[config.mk]
export PLATFORM = sky130hd
export DESIGN_NAME = seq_generator
export DESIGN_NICKNAME = d
export VERILOG_FILES = /design/src/rtl/seq_generator.sv
export SDC_FILE = /design/constraint.sdc
export NUM_CORES = 1
export LEC_CHECK = 0
export ABC_AREA = 0
export BUFFER_PORTS_ARGS = -buffer_cell sky130_fd_sc_hd__buf_2
export CAP_MARGIN = 40
export CORE_ASPECT_RATIO = 1.5
export CORE_UTILIZATION = 55
export DETAILED_ROUTE_END_ITERATION = 6
export PLACE_DENSITY = 0.74
export SLEW_MARGIN = 10
export SYNTH_ARGS = -nofsm -noshare
export SYNTH_HDL_FRONTEND = slang
export SYNTH_SLANG_ARGS = --single-unit
[constraint.sdc]
create_clock -name clk -period 2.75 [get_ports clk]
set_input_delay 0 -clock clk [delete_from_list [all_inputs] [get_ports clk]]
set_output_delay 0 -clock clk [all_outputs]
set_load 0.01 [all_outputs]
[src/rtl/seq_generator.sv]
// seq_generator: MSB-first one-hot (out1/out0) bit-stream source with per-bit tick
// pacing, optional frame looping and level-sensitive abort.
module seq_generator #(
    parameter int TICK_DIV = 49_000_000,
    parameter int MAX_LEN  = 8
) (
    input  logic               clk,
    input  logic               rst,
    input  logic               start,
    input  logic [MAX_LEN-1:0] pattern,
    input  logic [3:0]         len,
    input  logic               loop,
    input  logic               abort,
    output logic               out1,
    output logic               out0,
    output logic               busy,
    output logic               done
);
    localparam int CW = TICK_DIV > 0 ? $clog2(TICK_DIV + 1) : 1;
    localparam int IW = MAX_LEN > 1 ? $clog2(MAX_LEN) : 1;
    localparam logic [1:0] IDLE = 2'd0;
    localparam logic [1:0] SEND = 2'd1;
    localparam logic [1:0] DONE = 2'd2;
    logic [1:0]         state;
    logic [CW-1:0]      cnt;
    logic [IW-1:0]      idx;
    logic [IW-1:0]      last_q;
    logic [MAX_LEN-1:0] pat_q;
    logic               loop_q;
    logic [3:0]         len_eff;
    logic               tick;
    logic               accept;
    assign len_eff = (int'(len) > MAX_LEN) ? 4'(MAX_LEN) : len;
    assign accept  = start && len != 4'd0 && !abort;
    assign tick    = state == SEND && cnt == CW'(TICK_DIV);
    assign busy    = state == SEND;
    assign done    = state == DONE;
    assign out1    = busy && pat_q[idx];
    assign out0    = busy && !pat_q[idx];
    always_ff @(posedge clk or negedge rst) begin
        if (!rst) begin
            state  <= IDLE;
            cnt    <= '0;
            idx    <= '0;
            last_q <= '0;
            pat_q  <= '0;
            loop_q <= 1'b0;
        end else begin
            case (state)
                IDLE: if (accept) begin
                    state  <= SEND;
                    cnt    <= '0;
                    pat_q  <= pattern;
                    loop_q <= loop;
                    last_q <= IW'(len_eff - 4'd1);
                    idx    <= IW'(len_eff - 4'd1);
                end
                SEND: if (abort) begin
                    state <= IDLE;
                    cnt   <= '0;
                end else if (tick) begin
                    cnt <= '0;
                    if (idx != '0) idx <= idx - 1'b1;
                    else if (loop_q) idx <= last_q;
                    else state <= DONE;
                end else begin
                    cnt <= cnt + 1'b1;
                end
                default: state <= IDLE;
            endcase
        end
    end
endmodule
After elaboration in Yosys (flattened, before gate mapping)
Cells that the tools add are included.
Storage, ports and cells
  register bits after elaboration: 43
Operators by class
  add/subtract/negate cells: 3
  magnitude comparators: 2
  equality and inequality tests: 10
  muxes and demuxes: 19
  reductions and logical operators: 15
Operator list (count)
  26-bit two-way mux: 3
  26-bit one-hot mux with 2 select lines: 1
  26-bit by 1-bit adder with 26-bit output, second input constant: 1
  26-bit equality test, second input constant: 1
  3-bit two-way mux: 6
  2-bit two-way mux: 5
  3-bit inequality test, second input constant: 2
  3-bit one-hot mux with 2 select lines: 1
  3-bit by 1-bit subtractor with 3-bit output, second input constant: 2
  1-bit logical AND: 5
  5-bit AND reduction: 1
  4-bit greater-than comparator, second input constant: 1
  3-bit by 4-bit less-than comparator with 1-bit output, second input constant: 1
  2-bit inequality test, second input constant: 2
  2-bit one-hot mux with 2 select lines: 1
  2-bit AND reduction: 2
  4-bit AND reduction: 1
  4-bit nonzero test: 1
  1-bit binary-select mux with 3-bit select: 1
  3-bit by 1-bit inequality test with 1-bit output, second input constant: 1
  3-bit by 2-bit inequality test with 1-bit output, second input constant: 1
  3-bit nonzero test: 1
  2-bit by 1-bit equality test with 1-bit output, second input constant: 1
  2-bit equality test, second input constant: 1
  5 further kinds: 6

Logic depth before layout (Yosys ltp)
Gate-level depths: netlist of the first run.
  depth after elaboration: 5
  depth in mapped cells: 8
  mapped depth without buffers: 7

Worst setup path before layout of the first run
Ideal clock, no wire load.
  kind: register to register
  start point: reg state[1]
  end point: reg cnt[23]
  setup time: 0.077 ns
  data arrival time: 1.947 ns
  required time: 2.673 ns
  setup slack: 0.726 ns
  stages on the path, launching flop included: 8
  period minus slack after synthesis: 2.024 ns
  cells stage by stage: dfrtp_1 -> nand2b_4 -> inv_1 -> a31oi_4 -> or4b_1 -> buf_2 -> or4_1 -> a21oi_1
Between the ends
  cells in the longest elaborated chain, start to end: 5
  elaborated cells on any way between the ends: 9
RTL lines
  start, declared: RTL line 24  | logic [1:0] state;
  start signal, assigned: RTL line 42  | state <= IDLE;
  start signal, assigned: RTL line 51  | state <= SEND;
  start signal, assigned: RTL line 59  | state <= IDLE;
  2-bit by 1-bit equality test with 1-bit output *
  via busy: RTL line 16  | output logic busy,
  1-bit logical AND: RTL line 35  | assign tick = state == SEND && cnt == CW'(TICK_DIV);
  26-bit two-way mux: RTL line 61  | end else if (tick) begin
  26-bit two-way mux: RTL line 58  | SEND: if (abort) begin
  26-bit one-hot mux with 2 select lines: RTL line 49  | case (state)
  end signal, assigned: RTL line 67  | cnt <= cnt + 1'b1;
  end, declared: RTL line 25  | logic [CW-1:0] cnt;
The timed path passes the listed nets; every way through them passes the cells marked *.
A chain may end at the register's enable or synchronous reset.

Final worst setup path of the first run
  start point: reg cnt[0]
  end point: reg idx[2]
Between the ends
  cells in the longest elaborated chain, start to end: 4
RTL lines
  26-bit equality test: RTL line 35
  1-bit logical AND: RTL line 35
  2-bit by 1-bit inequality test with 1-bit output (no line)
  5-bit AND reduction (no line)
  end signal, assigned: RTL line 56  | idx <= IW'(len_eff - 4'd1);
  end signal, assigned: RTL line 63  | if (idx != '0) idx <= idx - 1'b1;
  end signal, assigned: RTL line 64  | else if (loop_q) idx <= last_q;
  end, declared: RTL line 26  | logic [IW-1:0] idx;
Every way passes these cells.

==> results of run 1 <==
metal layers:
| layer | GRT usage [%] | up-vias | share of wire (%) |
|---|---|---|---|
| met1 | 25.20 | 906 | 42 |
| met5 | 0 | - | 0 |
| met2 | 43.98 | 28 | 54 |
| met4 | 9.000 | 0 | 1.6 |
| met3 | 4.094 | 8 | 2.4 |
| li1 | - | 915 | - |
area by class of cell:
class                      count  area share [%]
tap                           45           2.100
clock inverter                 3          0.9333
sequential                    43           40.13
clock buffer                   5           2.566
multi-input combinational    171           44.24
timing repair buffer          33           8.773
inverter                       9           1.260
registers in the layout, summed over array words and instances, names as in the netlist:
register  cells
loop_q        1
idx           3
cnt          26
last_q        3
pat_q         8
state         2
layout by cell type (no fill, tap or decap), drive strengths merged, types with 3 or more instances in the layout:
| master | count |
|---|---|
| o21ai | 15 |
| dfrtp | 43 |
| buf | 23 |
| mux2 | 10 |
| xor2 | 6 |
| nor2 | 15 |
| nor4b | 4 |
| or2 | 3 |
| inv | 9 |
| a21o | 3 |
| dlygate4sd3 | 10 |
| and3 | 6 |
| nor2b | 3 |
| nor4 | 4 |
| o31ai | 4 |
| xnor2 | 5 |
| ha | 5 |
| nand2 | 12 |
| a21oi | 13 |
| nand3 | 10 |
| clkbuf | 5 |
| or4 | 5 |
| nand4 | 11 |
| nand2b | 5 |
| mux2i | 3 |
| or3 | 7 |
| nor3b | 4 |
kinds of logic (layout without fill, tap and decap cells):
family / count (synthesis) / count (layout)
adders and majority gates: 5 / 5
DFF: 43 / 43
muxes: 15 / 15
AOI/OAI and AO/OA: 45 / 45
xor gates and xnor gates: 11 / 11
and+or+nand+nor: 95 / 95
buffers and inverters: 18 / 50
report_power, final:
| part | leakage, nW | switching (mW) | internal, mW | total, mW |
|---|---|---|---|---|
| clock | 0.0443 | 0.238 | 0.182 | 0.420 |
| sequential | 0.560 | 0.0786 | 0.737 | 0.815 |
| combinational | 0.567 | 0.229 | 0.232 | 0.461 |
| total | 1.17 | 0.546 | 1.15 | 1.70 |
stage by stage:
step	instance area [um2]	total power, mW	setup slack [ns]	hold slack [ns]	utilization, %
CTS	2681	1.718	0.5502	0.05317	67.14
detailed placement	2487	1.287	0.5865	-0.03706	62.28
finish	2681	1.696	0.5390	0.05057	67.14
global placement	2467	1.269	0.6157	0.1959	61.78
floorplan	2337	1.143	0.7258	-0.2956	-
global route	2681	1.802	0.2937	0.07475	67.14
worst paths after layout:
kind | endpoint | slack (ns) | depth (start not counted)
hold reg to reg | last_q[1] | 0.51 | 2
min in group asynchronous | last_q[2] | 0.18 | 2
hold / removal | state[1] | 0.05 | 3
setup / recovery | idx[2] | 0.54 | 7
setup reg to reg | idx[2] | 0.54 | 7
max in group asynchronous | cnt[9] | 2.09 | 3
worst max-delay path, delay by kind of cell (launching register included):
kind / cells / cell delay [ns]
AOI/OAI and AO/OA: 1 / 0.21
adders and majority gates: 1 / 0.13
buffers and inverters: 1 / 0.07
DFF: 1 / 0.43
muxes: 1 / 0.31
and+or+nand+nor: 3 / 0.95
==> qor_table.md, run 1 <==
| Item | Reported | Unit |
| --- | --- | --- |
| Cell area after synthesis | 0.002337 | mm2 |
| Final Hold Viols | 0 | - |
| Total area of multi-input combinational cells | 0.001186 | mm2 |
| Maximum clock frequency | 0.4523 | GHz |
| Yosys warnings | 0 | - |
| Placeable core area | 0.003994 | mm2 |
| Outcome | complete, no violations | - |
| Number of antenna violations at the first check in global routing | 0 | - |
| Setup repair after global routing missed its margin | false | - |
| Number of global-route vias before repair | 1810 | - |
| First drt pass iteration count | 4 | - |
| TritonCTS Buffers | 5 | - |
| H-tree depth | 2 | - |
| Critical Path Source | cnt[0] | - |
| Number of clock sinks | 43 | - |
| Hold Crit Class | input pin to flip-flop | - |
| Share of synthesized cell area in and, or, nand and nor gates | 23.77 | % |
| Number of buffers inserted for hold repair after clock tree synthesis | 10 | - |
| Critical path data arrival time | 2.40 | ns |
| Share of Yosys cell area claimed by the top area cell type | 46.04 | % |
| Die footprint | 0.004520 | mm2 |
| Number of endpoints failing setup at the final stage | 0 | - |
| Fraction of final layout cells with drive strength greater than 1 | 19.70 | % |
| Final critical path time including I/O delays and setup | 2.211 | ns |
| Count of vias placed by the detailed router | 1857 | - |
| Max-Cap Viols | 0 | - |
| Height of the chip | 81.84 | um |
| Period Utilization, post-route | 80.40 | % |
| Post-synth top area cell | dfrtp_1 | - |
| Number of filler cells placed in the layout | 314 | - |
| Compound-cell area share of the yosys netlist | 12.15 | % |
| Wire length of the first global-routing pass | 8121 | um |
| Total wire length after detailed routing | 4780 | um |
| Horiz. Die Dim | 55.23 | um |
| Number of placement rows | 28 | - |
| Total gr overflow | 0 | - |
| Max rail drop VDD | 0.4898 | mV |
| Crit-path max FO | 5 | - |
| GRT Total Usage | 23.01 | % |
| Register Area | 0.001076 | mm2 |
| Post-cts resize count | 0 | - |
| Most frequent cell after synthesis | dfrtp_1 | - |
| Pin count of the biggest net entering global routing | 27 | - |
| Later-pin clock latency in the skew report | 0.30 | ns |
| Leak Pwr | 1.171 | nW |
| Number of primary I/O pins | 21 | - |
| Largest family of logic cells by synthesized area | simple AND/OR/NAND/NOR gates | - |
| HPWL reported at the end of detailed placement | 3443 | um |
| Number of instances in the placed design | 291 | - |
| Reg2reg start | cnt[0] | - |
| Post-synthesis adder-cell area fraction | 2.677 | % |
| ANT cells | 0 | - |
| Synthesized Nets | 254 | - |
| Clock transition at path regs | 0.09 | ns |
| Average detailed-routed wire length per instance | 15.47 | um |
| Kind of start point of the critical path | flip-flop | - |
| Ranking of synthesized cells by instance count | 43 x dfrtp_1, 15 x nor2_1, 14 x o21ai_0, 13 x a21oi_1, 12 x nand2_1 | - |
| Ranking of synthesized cells by area | dfrtp_1 46%, mux2_2 4.8%, o21ai_0 3.0% | - |
| Clock tree skew after final layout | 0.008093 | ns |
| Slew margin rel. | 53.28 | % |
| Slowest cell delay on critical path | 0.57 | ns |
| Power per cell area | 632.7 | mW/mm2 |
| Non-filler cells in the finished layout | 309 | - |
| Mean area per synthesized cell | 10.07 | um2 |
| CTS tree | built | - |
| Last weighted congestion value of the routability-driven placer | 0.8339 | - |
| Number of unique standard cell types used by synthesis | 44 | - |
| Ys async rst share | 100.0 | % |
| Share of cell area taken by muxes after synthesis | 8.030 | % |
| Drt initial violations | 46 | - |
| Number of buffers inserted to repair setup after CTS | 0 | - |
| Number of enable flip-flop cells after synthesis | 0 | - |
| I/O Buffers | 20 | - |
| Post-route antenna net violation count | 0 | - |
| Top flip-flop cell by instance count after synthesis | dfrtp_1 | - |
| Net count of the finished layout | 285 | - |
| Area growth from synthesis to layout | 14.72 | % |
| Proportion of synthesized chip area in sequential cells | 46.04 | % |
| Sequence of cells on the critical path | inv_1, ha_1, nor4b_1, nand4_1, nor4_1, a21boi_1, mux2_2 | - |
| Count of mapped cells out of synthesis | 232 | - |
| Startpoint of the worst hold path | abort | - |
| Setup Crit Path Kind | flip-flop to flip-flop | - |
| Max Slew Vio Count | 0 | - |
| Number of register bits inferred by synthesis | 43 | - |
| Post-detailed-route via-to-cell ratio | 6.010 | - |
| Number of buffers between clock root and the deepest sink | 2 | - |
| Clock Tree Root | clkbuf_8 | - |
| Slowest-stage cell, CP | nor4_1 | - |
| Required time worst endpoint | 2.94 | ns |
| Total DRC errors in the routed layout | 0 | - |
| Starting density of the core | 58.52 | % |
| Xor/xnor share of the synthesized area | 4.122 | % |
| Type of element capturing the critical path | flip-flop | - |
| Summed negative setup slack over all endpoints | 0 | ns |
| Worst Tran Pin Value | 0.6943 | ns |
Note: power is estimated with default switching activity, not from simulation.
==> run 2, diff against run 1 <==
Clock period 2.75 ns to 2.2 ns, I/O delays scaled along.
==> run 2 against run 1 <==
Via count up 3.1%. Combinational power up 37%. Largest power group unchanged. Register-to-register slack worse by 0.44 ns. Critical endpoint is now cnt[25]. Clock power increased by 49%. Largest cell class unchanged.
==> qor_table.md, run 2 (synthesized netlist as in run 1, its figures left out) <==
| Item | Reported | Unit | vs previous |
| --- | --- | --- | --- |
| Maximum clock frequency | 0.4765 | GHz | +5.4% |
| Horiz. Die Dim | 55.23 | um | unchanged |
| Last weighted congestion value of the routability-driven placer | 0.8186 | - | -1.8% |
| Required time worst endpoint | 2.43 | ns | -0.51 ns |
| Placeable core area | 0.003994 | mm2 | unchanged |
| Hold Crit Class | input pin to flip-flop | - |  |
| Slowest-stage cell, CP | or4b_4 | - |  |
| Area growth from synthesis to layout | 21.47 | % |  |
| Number of clock sinks | 43 | - | unchanged |
| CTS tree | built | - |  |
| Later-pin clock latency in the skew report | 0.31 | ns | about the same |
| Max Slew Vio Count | 0 | - | unchanged |
| Register name with the most flops | cnt | - |  |
| Number of primary I/O pins | 21 | - | unchanged |
| Largest registers | cnt x26, pat_q x8 | - |  |
| Final critical path time including I/O delays and setup | 2.099 | ns | -0.1124 ns |
| Outcome | complete, no violations | - |  |
| Number of placement rows | 28 | - | unchanged |
| ANT cells | 0 | - | unchanged |
| Slowest cell delay on critical path | 0.60 | ns | +0.03 ns |
| WP depth | 6 | - | -1 |
| Slew margin rel. | 71.49 | % | +18 points |
| Number of antenna violations at the first check in global routing | 0 | - | unchanged |
| FF-to-FF End | cnt[25] | - |  |
| Pin count of the biggest net entering global routing | 29 | - | +7.4% |
| Reg2reg start | state[1] | - |  |
| Crit path max-delay family | simple AND/OR/NAND/NOR gates | - |  |
| Setup repair after global routing missed its margin | false | - |  |
| Total gr overflow | 0 | - | unchanged |
| Power per cell area | 802.2 | mW/mm2 | +27% |
| Type of element capturing the critical path | flip-flop | - |  |
| Area of all placed cells without fillers | 0.002839 | mm2 | +5.9% |
| Number of buffers inserted to repair setup after CTS | 0 | - | unchanged |
| Critical path capture point | cnt[25] | - |  |
| Drt initial violations | 99 | - | +120% |
| Crit-path max FO | 8 | - | +3 |
| Slack of the worst reg-to-reg path | 0.10 | ns | -0.44 ns |
| Total wire length after detailed routing | 5348 | um | +12% |
| Starting density of the core | 58.52 | % | unchanged |
| WHS | 0.06807 | ns | +0.01750 ns |
| Period Utilization, post-route | 95.39 | % | +15 points |
| First drt pass iteration count | 4 | - | unchanged |
| Die footprint | 0.004520 | mm2 | unchanged |
| Number of buffer and inverter stages on the critical path | 1 | - | unchanged |
| Fraction of final layout cells with drive strength greater than 1 | 25.00 | % | +5.3 points |
| Net count of the finished layout | 301 | - | +5.6% |
| Critical path data arrival time | 2.33 | ns | -0.07 ns |
| Max rail drop VDD | 0.7060 | mV | +44% |
| Clock transition at path regs | 0.09 | ns | about the same |
| Commonest non-fill, non-tap cell in the layout | dfrtp_1 | - |  |
| TritonCTS Buffers | 5 | - | unchanged |
| Total DRC errors in the routed layout | 0 | - | unchanged |
| Post-route antenna net violation count | 0 | - | unchanged |
| Final core occ | 71.08 | % | +3.9 points |
| Reg2reg path depth | 6 | - | -1 |
| Number of endpoints failing setup at the final stage | 0 | - | unchanged |
| Height of the chip | 81.84 | um | unchanged |
| Non-filler cells in the finished layout | 325 | - | +5.2% |
| GRT Total Usage | 25.76 | % | +2.7 points |
| Placement-stage cell area | 0.002620 | mm2 | +5.3% |
| Number of buffers between clock root and the deepest sink | 2 | - | unchanged |
| Summed negative setup slack over all endpoints | 0 | ns | unchanged |
| Clock Tree Root | clkbuf_8 | - |  |
| Critical Path Source | state[1] | - |  |
| Number of filler cells placed in the layout | 319 | - | +1.6% |
| Count of vias placed by the detailed router | 1915 | - | +3.1% |
| Worst Tran Pin Value | 0.4237 | ns | -0.2706 ns |
| Number of instances in the placed design | 307 | - | +5.5% |
| Number of global-route vias before repair | 1989 | - | +9.9% |
| H-tree depth | 2 | - | unchanged |
| Setup Crit Path Kind | flip-flop to flip-flop | - |  |
| Commonest cells after routing, fill and taps aside | 43 x dfrtp_1, 20 x buf_2, 17 x buf_4 | - |  |
| Final Hold Viols | 0 | - | unchanged |
| Wire length of the first global-routing pass | 8921 | um | +9.9% |
| Max-Cap Viols | 0 | - | unchanged |
| Post-detailed-route via-to-cell ratio | 5.892 | - | -2.0% |
| Clock tree skew after final layout | 0.01023 | ns | +0.002140 ns |
| HPWL reported at the end of detailed placement | 3962 | um | +15% |
| Kind of start point of the critical path | flip-flop | - |  |
| Sequence of cells on the critical path | nand2b_4, inv_1, a31oi_4, or4b_4, or4_1, a21oi_1 | - |  |
| Average detailed-routed wire length per instance | 16.46 | um | +6.4% |
| I/O Buffers | 20 | - | unchanged |
| Max FFs per register | 26 | - | unchanged |
| Leak Pwr | 1.272 | nW | +8.6% |
run 2: what timing repair did:
action                                  CTS  global route
hold endpoints to repair                 52             0
hold buffers                             10             0
resized for setup                         0             2
endpoints found under the setup margin    0             2
run 2: cell type report:
class                      instances  area [um2]  share of cell area (%)
inverter                           9       33.78                   1.190
clock buffer                       5       68.82                   2.424
clock inverter                     3       43.79                   1.543
tap                               45       56.30                   1.983
sequential                        43        1076                   37.90
multi-input combinational        171        1192                   42.00
timing repair buffer              49       367.9                   12.96
run 2: how the worst min path moves through the flow:
stage                 to  startpoint  slack (ns)  depth (start not counted)
3_3_place_gp   last_q[2]         rst        0.20                          1
6_report        state[1]       abort        0.07                          3
5_1_grt         state[1]       abort        0.08                          3
3_5_place_dp   last_q[2]         rst       -0.06                          1
2_1_floorplan     cnt[0]         rst       -0.30                          0
4_1_cts         state[1]       abort        0.06                          3
run 2: worst min-delay path: cells and delay by family:
family        cells  cell delay (ns)
buf+inv           1             0.10
simple gates      2             0.24
run 2: where the power goes:
| group | internal, mW | switching (mW) | total (mW) |
|---|---|---|---|
| Clock | 0.338 | 0.288 | 0.626 |
| Sequential | 0.921 | 0.100 | 1.02 |
| Combinational | 0.320 | 0.310 | 0.630 |
run 2: routing by layer:
| layer | GRT usage [%] | part of all wire (%) | vias to the layer above | wire [um] |
|---|---|---|---|---|
| met5 | 0 | 0 | - | 0 |
| met4 | 8.250 | 1.2 | 0 | 65 |
| met3 | 3.780 | 3.0 | 6 | 163 |
| met2 | 53.49 | 57 | 37 | 3036 |
| met1 | 25.87 | 39 | 935 | 2083 |
| li1 | - | - | 937 | - |
run 2: stage by stage:
step | power [mW] | worst slack (ns)
final | 2.277 | 0.1015
after floorplan | 1.429 | 0.1758
after detailed placement | 1.660 | 0.01881
after global placement | 1.630 | 0.1344
after CTS | 2.294 | 0.003886
after global routing | 2.400 | 0.01708
==> run 3, diff against run 2 <==
Settings changed: GPL_TIMING_DRIVEN from default to 0.
==> run 3 against run 2 <==
Combinational power about the same. Die area unchanged. Sequential share of layout area up 0.25 points. Via count up 0.99%. Cell count down 0.92%. Non-clock buffer count down 3. Flip-flop and latch count unchanged. Sequential power about the same. Power down 0.33%. Design area about the same. Setup slack worse by 0.072 ns. First-iteration DRC count down 42%. Critical path type unchanged. Largest power group unchanged.
==> qor_table.md, run 3 (synthesized netlist as in run 1, its figures left out) <==
| Item | Reported | Unit | vs previous |
| --- | --- | --- | --- |
| Outcome | complete, no violations | - |  |
| Area of all placed cells without fillers | 0.002836 | mm2 | about the same |
| Register Area | 0.001082 | mm2 | +0.58% |
| Met3 track utilization from global routing | 4.882 | % | +1.1 points |
| Last weighted congestion value of the routability-driven placer | 0.7715 | - | -5.8% |
| Max rail drop VDD | 0.7236 | mV | +2.5% |
| Kind of start point of the critical path | flip-flop | - |  |
| Placement-stage cell area | 0.002514 | mm2 | -4.1% |
| Average detailed-routed wire length per instance | 15.95 | um | -3.1% |
| GRT Total Usage | 24.37 | % | -1.4 points |
| End point of the most critical hold path | cnt[0] | - |  |
| Critical path data arrival time | 2.37 | ns | +0.04 ns |
| Later-pin clock latency in the skew report | 0.30 | ns | about the same |
| Starting density of the core | 58.52 | % | unchanged |
| Power consumption | 2.270 | mW | -0.33% |
| Min setup slack post-route | 0.02919 | ns | -0.07227 ns |
| ANT cells | 0 | - | unchanged |
| Largest registers | cnt x26, pat_q x8 | - |  |
| Horiz. Die Dim | 55.23 | um | unchanged |
| Total wire length after detailed routing | 5136 | um | -4.0% |
| Number of endpoints failing setup at the final stage | 0 | - | unchanged |
| Total gr overflow | 0 | - | unchanged |
| Startpoint of the worst hold path | start | - |  |
| Maximum clock frequency | 0.4607 | GHz | -3.3% |
| Busiest layer in global routing | met2 | - |  |
| Die footprint | 0.004520 | mm2 | unchanged |
| H-tree depth | 2 | - | unchanged |
| Post-route antenna net violation count | 0 | - | unchanged |
| Count of vias placed by the detailed router | 1934 | - | +0.99% |
| Drt initial violations | 57 | - | -42% |
| Setup Crit Path Kind | flip-flop to flip-flop | - |  |
| Hold Crit Class | input pin to flip-flop | - |  |
| FF-to-FF End | idx[2] | - |  |
| Commonest non-fill, non-tap cell in the layout | dfrtp_1 | - |  |
| Clock Tree Root | clkbuf_8 | - |  |
| WHS | 0.1049 | ns | +0.03684 ns |
| Number of antenna violations at the first check in global routing | 0 | - | unchanged |
| Period Utilization, post-route | 98.67 | % | +3.3 points |
| Area growth from synthesis to layout | 21.36 | % | about the same |
| Worst slack at placement | -0.1542 | ns | -0.1730 ns |
| HPWL reported at the end of detailed placement | 3607 | um | -9.0% |
| Final critical path time including I/O delays and setup | 2.171 | ns | +0.07227 ns |
| Placeable core area | 0.003994 | mm2 | unchanged |
| Number of clock sinks | 43 | - | unchanged |
| Internal power component | 1.575 | mW | -0.23% |
| Reg2reg path depth | 7 | - | +1 |
| Final Hold Viols | 0 | - | unchanged |
| Slack of the worst reg-to-reg path | 0.03 | ns | -0.07 ns |
| Clock tree skew after final layout | 0.01057 | ns | +0.0003351 ns |
| Share of total power in the clock network | 27.4 | % | about the same |
| Total DRC errors in the routed layout | 0 | - | unchanged |
| Wire length of the first global-routing pass | 8411 | um | -5.7% |
| Summed negative setup slack over all endpoints | 0 | ns | unchanged |
| Worst Tran Pin Value | 0.4621 | ns | +0.03835 ns |
| Slowest cell delay on critical path | 0.43 | ns | -0.17 ns |
| Register name with the most flops | cnt | - |  |
| Combinational share of power | 27.8 | % | about the same |
| Number of placement rows | 28 | - | unchanged |
| Commonest cells after routing, fill and taps aside | 38 x dfrtp_1, 25 x buf_2, 14 x nor2_1, 14 x o21ai_0, 13 x a21oi_1 | - |  |
| TritonCTS Buffers | 5 | - | unchanged |
| Max-Cap Viols | 0 | - | unchanged |
| Reg2reg start | cnt[0] | - |  |
| Sw Share | 30.59 | % | -0.071 points |
| Post-detailed-route via-to-cell ratio | 6.006 | - | +1.9% |
| Leak Pwr | 1.250 | nW | -1.8% |
| Fraction of final layout cells with drive strength greater than 1 | 26.71 | % | +1.7 points |
| Max FFs per register | 26 | - | unchanged |
| Net count of the finished layout | 298 | - | -1.0% |
| Worst hold path depth | 4 | - | +1 |
| Height of the chip | 81.84 | um | unchanged |
| First drt pass iteration count | 4 | - | unchanged |
| Number of buffers between clock root and the deepest sink | 2 | - | unchanged |
| Seq pwr share | 44.8 | % | about the same |
| Total area of multi-input combinational cells | 0.001236 | mm2 | +3.7% |
| Pin count of the biggest net entering global routing | 26 | - | -10% |
| Sequence of cells on the critical path | inv_1, ha_1, nor4b_1, nand4_1, nor4_4, a21boi_1, mux2_2 | - |  |
| Met2 global-route usage | 47.59 | % | -5.9 points |
| Number of filler cells placed in the layout | 284 | - | -11% |
| I/O Buffers | 20 | - | unchanged |
| Setup repair after global routing missed its margin | true | - |  |
| GR met1 Demand/Resource | 24.46 | % | -1.4 points |
| Type of element capturing the critical path | flip-flop | - |  |
| Power per cell area | 800.2 | mW/mm2 | -0.25% |
| CTS tree | built | - |  |
| Clock transition at path regs | 0.09 | ns | about the same |
| Number of global-route vias before repair | 1861 | - | -6.4% |
| Max Slew Vio Count | 0 | - | unchanged |
| Required time worst endpoint | 2.40 | ns | -0.03 ns |
| Slew margin rel. | 68.94 | % | -2.6 points |
| Slowest-stage cell, CP | dfrtp_1 | - |  |
| Number of primary I/O pins | 21 | - | unchanged |
| Psw | 694.4 | uW | -0.57% |
| Crit-path max FO | 5 | - | -3 |
-- run 3: cell count changes in the layout (fill, tap and decap cells not counted), sizes merged --
| cell | previous run | this run |
|---|---|---|
| buf | 39 | 34 |
| clkbuf | 5 | 7 |
-- run 3: what timing repair did --
| item | 4_1_cts | 5_1_grt |
|---|---|---|
| buffers inserted | 0 | 7 |
| gates cloned | 0 | 0 |
| pin swaps | 0 | 3 |
| hold buffers | 10 | 0 |
| resized for setup | 6 | 12 |
| endpoints found under the hold margin | 27 | 0 |
| setup endpoints to repair | 23 | 23 |
-- run 3: power groups by stage --
| stage | Sequential, mW | Clock, mW | Combinational, mW |
|---|---|---|---|
| detailed placement | 1.03 | 0 | 0.586 |
| finish | 1.02 | 0.621 | 0.631 |
| global route | 1.03 | 0.668 | 0.697 |
| CTS | 1.02 | 0.635 | 0.609 |
| floorplan | 1.00 | 0 | 0.425 |
| global placement | 1.03 | 0 | 0.569 |
-- run 3: worst max-delay path by stage --
stage          cells after the start      from  slack, ns      end
5_1_grt                            7    cnt[0]      -0.08   idx[2]
3_5_place_dp                       6    cnt[4]      -0.15   idx[2]
2_1_floorplan                      7  state[1]       0.18  cnt[23]
4_1_cts                            6    cnt[4]      0.004   idx[2]
3_3_place_gp                       6    cnt[4]      -0.11   idx[2]
6_report                           7    cnt[0]       0.03   idx[2]
-- run 3: through the flow --
step | util (%) | std cells
finish | 71.02 | 322
global route | 71.02 | 322
CTS | 68.95 | 316
detailed placement | 62.94 | 298
global placement | 62.44 | 297
floorplan | - | 232
-- run 3: cell type report --
cell class              instances  area share (%)
repair buffers                 38           9.616
clock buffers                   5           2.426
clock inverters                 3           1.544
well taps                      45           1.985
plain buffers                   8           1.412
flip-flops and latches         43           38.16
inverters                       9           1.279
multi-input cells             171           43.58
-- run 3: per-layer routing --
layer  routed length (um)  vias up  share of wire (%)
met5                    0        -                  0
met4                  102        0                2.0
met3                  115        8                2.2
met2                 2854       31                 56
met1                 2064      961                 40
li1                     -      934                  -
-- run 3: critical path, delay by kind of cell, from the launching register on --
| kind | cells | cell delay [ns] |
|---|---|---|
| adders and majority gates | 1 | 0.17 |
| AOI/OAI and AO/OA | 1 | 0.16 |
| buffers and inverters | 1 | 0.07 |
| muxes | 1 | 0.29 |
| DFF | 1 | 0.43 |
| and+or+nand+nor | 3 | 0.95 |
